## config.mk

```make
export PLATFORM = sky130hd
export DESIGN_NAME = frame_buf_rd_ctrl
export DESIGN_NICKNAME = d
export VERILOG_FILES = /design/src/rtl/frame_buf_rd_ctrl.sv
export SDC_FILE = /design/constraint.sdc
export NUM_CORES = 1
export LEC_CHECK = 0
export CAP_MARGIN = 10
export CORE_MARGIN = 2
export CORE_UTILIZATION = 57
export CTS_CLUSTER_DIAMETER = 50
export DETAILED_ROUTE_END_ITERATION = 10
export GPL_TIMING_DRIVEN = 0
export PLACE_DENSITY = 0.8
export SLEW_MARGIN = 20
export SYNTH_ARGS = -nofsm -noshare
export SYNTH_HDL_FRONTEND = slang
export SYNTH_SLANG_ARGS = --single-unit
```

## constraint.sdc

```tcl
create_clock -name i_clk -period 2.5 [get_ports i_clk]
set_input_delay 0.25 -clock i_clk [delete_from_list [all_inputs] [get_ports i_clk]]
set_output_delay 0.25 -clock i_clk [all_outputs]
set_load 0.02 [all_outputs]
```

## src/rtl/frame_buf_rd_ctrl.sv

```systemverilog
// Frame buffer read-side controller: credit-limited read issue, latency-matched
// capture into a small skid FIFO, and a valid/ready pixel stream with frame/line markers.
module frame_buf_rd_ctrl #(
  parameter int DATA_WIDTH = 32,
  parameter int H_PIXELS   = 640,
  parameter int V_LINES    = 480,
  parameter int RD_LATENCY = 1
) (
  input  logic                  i_clk,
  input  logic                  i_reset,
  input  logic                  i_start,
  output logic                  o_buf_rd_en,
  input  logic [DATA_WIDTH-1:0] i_buf_data_in,
  output logic [DATA_WIDTH-1:0] o_pix_data,
  output logic                  o_pix_valid,
  input  logic                  i_pix_ready,
  output logic                  o_pix_sof,
  output logic                  o_pix_eol,
  output logic                  o_pix_eof,
  output logic                  o_busy,
  output logic                  o_frame_done
);

  localparam int FIFO_DEPTH = RD_LATENCY + 2;
  localparam int TOTAL      = H_PIXELS * V_LINES;
  localparam int RD_W       = $clog2(TOTAL + 1);
  localparam int COL_W      = (H_PIXELS > 1) ? $clog2(H_PIXELS) : 1;
  localparam int ROW_W      = (V_LINES > 1) ? $clog2(V_LINES) : 1;
  localparam int PTR_W      = $clog2(FIFO_DEPTH);
  localparam int CNT_W      = $clog2(FIFO_DEPTH + 1);
  localparam int OCC_W      = CNT_W + 1;

  localparam logic [RD_W-1:0]  TOTAL_R   = RD_W'(TOTAL);
  localparam logic [RD_W-1:0]  LAST_R    = RD_W'(TOTAL - 1);
  localparam logic [COL_W-1:0] COL_LAST  = COL_W'(H_PIXELS - 1);
  localparam logic [ROW_W-1:0] ROW_LAST  = ROW_W'(V_LINES - 1);
  localparam logic [PTR_W-1:0] PTR_LAST  = PTR_W'(FIFO_DEPTH - 1);
  localparam logic [OCC_W-1:0] OCC_LIMIT = OCC_W'(FIFO_DEPTH);

  typedef enum logic [1:0] {
    S_IDLE,
    S_READ,
    S_DRAIN
  } state_t;

  state_t                r_state;
  state_t                w_state_nxt;
  logic [RD_W-1:0]       r_reads_issued;
  logic [RD_LATENCY-1:0] r_vld;
  logic [DATA_WIDTH-1:0] r_mem [FIFO_DEPTH];
  logic [PTR_W-1:0]      r_wr_ptr;
  logic [PTR_W-1:0]      r_rd_ptr;
  logic [CNT_W-1:0]      r_count;
  logic [COL_W-1:0]      r_col;
  logic [ROW_W-1:0]      r_row;
  logic                  r_frame_done;

  logic                  w_issue;
  logic                  w_push;
  logic                  w_pop;
  logic                  w_start_acc;
  logic [CNT_W-1:0]      w_in_flight;
  logic [OCC_W-1:0]      w_occupancy;

  function automatic logic [PTR_W-1:0] ptr_next(input logic [PTR_W-1:0] ptr);
    return (ptr == PTR_LAST) ? '0 : ptr + PTR_W'(1);
  endfunction

  // A start landing in the frame_done cycle is dropped even though the FSM is already idle.
  assign w_start_acc = (r_state == S_IDLE) && i_start && !r_frame_done;
  assign w_push      = r_vld[RD_LATENCY-1];
  assign w_pop       = o_pix_valid && i_pix_ready;

  always_comb begin
    w_in_flight = '0;
    for (int i = 0; i < RD_LATENCY; i++) begin
      w_in_flight = w_in_flight + CNT_W'(r_vld[i]);
    end
  end

  // Every word in flight or buffered already owns a FIFO slot, so the FIFO cannot overflow.
  assign w_occupancy = OCC_W'(w_in_flight) + OCC_W'(r_count);

  always_ff @(posedge i_clk) begin
    if (i_reset) begin
      r_state      <= S_IDLE;
      r_frame_done <= 1'b0;
    end else begin
      r_state      <= w_state_nxt;
      r_frame_done <= (r_state == S_DRAIN) && w_pop && o_pix_eof;
    end
  end

  always_comb begin
    w_state_nxt = r_state;
    w_issue     = 1'b0;
    case (r_state)
      S_IDLE: begin
        if (w_start_acc) begin
          w_state_nxt = S_READ;
        end
      end
      S_READ: begin
        w_issue = (r_reads_issued < TOTAL_R) && (w_occupancy < OCC_LIMIT);
        if (w_issue && (r_reads_issued == LAST_R)) begin
          w_state_nxt = S_DRAIN;
        end
      end
      S_DRAIN: begin
        if (w_pop && o_pix_eof) begin
          w_state_nxt = S_IDLE;
        end
      end
      default: w_state_nxt = S_IDLE;
    endcase
  end

  always_ff @(posedge i_clk) begin
    if (i_reset || w_start_acc) begin
      r_reads_issued <= '0;
    end else if (w_issue) begin
      r_reads_issued <= r_reads_issued + RD_W'(1);
    end
  end

  // Bit k set means a read issued k+1 cycles ago; the top bit marks data on i_buf_data_in now.
  always_ff @(posedge i_clk) begin
    if (i_reset) begin
      r_vld <= '0;
    end else begin
      r_vld[0] <= w_issue;
      for (int i = 1; i < RD_LATENCY; i++) begin
        r_vld[i] <= r_vld[i-1];
      end
    end
  end

  always_ff @(posedge i_clk) begin
    if (i_reset) begin
      for (int i = 0; i < FIFO_DEPTH; i++) begin
        r_mem[i] <= '0;
      end
      r_wr_ptr <= '0;
      r_rd_ptr <= '0;
      r_count  <= '0;
    end else begin
      if (w_push) begin
        r_mem[r_wr_ptr] <= i_buf_data_in;
        r_wr_ptr        <= ptr_next(r_wr_ptr);
      end
      if (w_pop) begin
        r_rd_ptr <= ptr_next(r_rd_ptr);
      end
      case ({w_push, w_pop})
        2'b10:   r_count <= r_count + CNT_W'(1);
        2'b01:   r_count <= r_count - CNT_W'(1);
        default: r_count <= r_count;
      endcase
    end
  end

  always_ff @(posedge i_clk) begin
    if (i_reset || w_start_acc) begin
      r_col <= '0;
      r_row <= '0;
    end else if (w_pop) begin
      if (r_col == COL_LAST) begin
        r_col <= '0;
        r_row <= (r_row == ROW_LAST) ? '0 : r_row + ROW_W'(1);
      end else begin
        r_col <= r_col + COL_W'(1);
      end
    end
  end

  assign o_buf_rd_en  = ~w_issue;
  assign o_pix_valid  = (r_count != '0);
  assign o_pix_data   = r_mem[r_rd_ptr];
  assign o_pix_sof    = o_pix_valid && (r_col == '0) && (r_row == '0);
  assign o_pix_eol    = o_pix_valid && (r_col == COL_LAST);
  assign o_pix_eof    = o_pix_eol && (r_row == ROW_LAST);
  assign o_busy       = (r_state != S_IDLE);
  assign o_frame_done = r_frame_done;

endmodule

```

==> summary.txt <==
complex-gate fraction of the synthesized area - 0.0507
area of the multi-input gates - 0.00279 mm²
Worst R2R End - r_mem[0][20]
# clock sinks - 178
CP max stage cell - clkdlybuf4s50_1
Tcrit/Tclk final - 0.962
die height - 121 µm
worst clock skew - 0.00386 ns
Ports - 75
Pleak - 3.32 nW
Register-to-Register Path Depth - 3
Final TNS setup - 0 ns
vias in the first global route - 5156
worst relative slew slack - 0.351
Worst setup EP type - output port
number of synthesized flops with an enable pin - 128
CP arrival - 2.16 ns
Post-Synth Simple-Gate Area - 0.181
fin. max-slew vios - 0
initial antenna violation count - 0
DRC - 0
hold-critical path endpoint - r_state[1]
hpwl dp - 10.3 mm
layout cell share with drive strength beyond 1 - 0.139
Core Footprint - 0.0132 mm²
Hold-fix buffers, CTS - 0
via-per-instance ratio - 5.88
pwr/cell area - 754 mW/mm²
crit start category - flop
Initial Util - 0.585
FMAX - 416 MHz
# setup viols final - 0
largest net degree at the start of global routing - 33
largest family of logic cells by synthesized area - simple AND/OR/NAND/NOR gates
Max Cap Violations - 0
Synth warnings - 0
Post-DP Area - 0.00872 mm²
Tot GR Track Use - 0.236
wire length of the first global-routing pass - 26.1 mm
worst slew pin tran - 0.964 ns
r2r setup slk - 0.19 ns
largest stage delay on the critical path - 0.56 ns
TritonCTS clock tree - yes
cells after synthesis - 567
Area contributors post-synth - edfxtp_1, dfxtp_1, mux4_2
post-synthesis async set-or-reset flop share - 0
H-Tree Depth - 4
min Tclk post-route - 2.41 ns
Synth area leader - edfxtp_1
Syn Nets - 611
grt ovf - 0
count leader, synth - edfxtp_1
die span in x - 121 µm
fillers - 860
post-synth design cell area - 0.00775 mm²
die area - 0.0145 mm²
final core utilization - 0.712
wire per inst - 18.9 µm
synth cell count leaders - edfxtp_1, and2_1, dfxtp_1
Worst Min Path Start - i_reset
Seq/Total Area, Yosys - 0.625
row cnt - 42
nets - 706
unrepaired setup endpoints after global routing - false
Primary FF master, synth - edfxtp_1
Finished Cell Area - 0.00943 mm²
WP data required - 2.25 ns
Final Hold Slack - 0.405 ns
routed wire length - 16.1 mm
Hold Crit Class - primary input to flop
reg2reg start - r_vld
area fraction of the dominant cell type after synthesis - 0.496
syn_area_per_cell - 13.7 µm²
Synth Area in XOR/XNOR - 0.0136
Sequential Area - 0.00485 mm²
adder-cell share of the synthesized area - 0.0129
critical path class - flop to output port
final hold violations - 0
DR pass1 iterations - 5
drt first-iter violations - 345
via count - 4997
Max VDD drop - 0.000472 V
number of library cell types mapped by synthesis - 47
CTS clk-pin slew, worst paths - 0.06 ns
Synth Register Bits - 178
placer congestion estimate - 0.837
Worst Path Max Fanout - 10
Num CTS Buffers - 17
status - complete, no violations
Max clock buf depth - 2
CTS root buffer - clkbuf_16
multiplexer share of the synthesized area - 0.0969
Area Overhead vs Synth - 21.7%
antenna cells - 0
DRT antenna net count - 0
CP Cell Sequence - buf_6 -> mux4_2 -> clkdlybuf4s50_1
IO buf count - 73
WHS Path Cells - 4
worst-skew pair later-pin latency - 0.42 ns
-- cell usage in the layout (no fill, tap or decap), drive strengths merged, types with 2 or more instances in the layout --
master / Yosys / layout
buf: 10 / 15
clkinv: 0 / 3
nor4: 3 / 3
or3: 12 / 12
nand2: 23 / 23
xor2: 10 / 10
o21ai: 14 / 14
clkdlybuf4s50: 0 / 66
and2: 100 / 100
xnor2: 2 / 2
ha: 8 / 8
o2111ai: 2 / 2
and4: 4 / 4
bufinv: 0 / 5
nor4bb: 2 / 2
o31ai: 13 / 13
nor4b: 3 / 3
nor2: 24 / 24
nor3: 6 / 6
and3: 6 / 6
dlymetal6s2s: 0 / 5
or4: 15 / 15
inv: 10 / 10
edfxtp: 128 / 128
nand3: 11 / 11
dfxtp: 50 / 50
a21oi: 32 / 32
mux2i: 3 / 3
clkinvlp: 0 / 3
or2: 6 / 6
clkbuf: 17 / 36
mux4: 32 / 32
nand4: 12 / 12
-- power breakdown --
group	internal, W	total (W)	switching [W]
clock	0.00176	0.00281	0.00105
combinational	0.000492	0.000976	0.000484
sequential	0.00326	0.00332	0.0000666
total	0.00551	0.00711	0.00160
-- flip-flops by register name (all words and copies together), names as in the netlist, 2 cells and up, named ones only --
| name | cells |
|---|---|
| r_col | 10 |
| r_count | 2 |
| r_wr_ptr | 2 |
| r_mem | 128 |
| r_rd_ptr | 2 |
| r_reads_issued | 19 |
| r_state | 2 |
| r_row | 9 |
-- worst max path at each step --
stage,from,end,slack [ns],cells after the start
after CTS,r_col[1],o_pix_eol,0.01,6
after global routing,flop,o_pix_data[28],0.002,3
after global placement,r_count[0],o_buf_rd_en,-0.15,7
final,flop,o_pix_data[28],0.09,3
after detailed placement,r_count[0],o_buf_rd_en,-0.18,7
after floorplan,r_count[0],r_reads_issued[11],0.44,7
-- cell type report --
class / count / area share
Sequential cell: 178 / 0.514
Multi-Input combinational cell: 352 / 0.295
Timing Repair Buffer: 78 / 0.0834
Clock buffer: 20 / 0.0463
Tap cell: 176 / 0.0233
Clock inverter: 11 / 0.0198
Buffer: 25 / 0.0142
Inverter: 10 / 0.00398
-- critical path: cells and delay by family (launching register included) --
kind / cells / cell delay (ns)
multiplexers: 1 / 0.54
flip-flops: 1 / 0.42
buffers and inverters: 2 / 0.78
-- metal layers --
metal  track usage  up-vias  wire length, µm
li1              -     2334                -
met1         0.297     2500             6690
met2         0.412      140             8410
met3        0.0425       23              703
met4        0.0828        0              282
met5             0        -                0
-- what timing repair did --
action	in CTS	in global routing
setup endpoints to repair	96	38
pin swaps	1	1
resized for setup	22	6
hold endpoints to repair	0	0
buffers inserted	1	3
-- kinds of logic (layout without fill, tap and decap cells) --
logic type | after synthesis | count (layout)
adder cells (fa/ha/maj) | 8 | 8
AND/OR/NAND/NOR | 233 | 233
multiplexers | 35 | 35
XOR/XNOR | 12 | 12
AO/OA/AOI/OAI | 64 | 64
buffers and inverters | 37 | 144
flip-flops | 178 | 178
-- stage by stage --
step                      std cells  total power (W)  worst slack [ns]
after floorplan                 567          0.00393             0.436
after global placement          816          0.00430            -0.146
after detailed placement        817          0.00433            -0.185
after CTS                       848          0.00715            0.0111
after global routing            850          0.00732           0.00165
final                           850          0.00711            0.0939
Power figures use the tool's default switching activity.
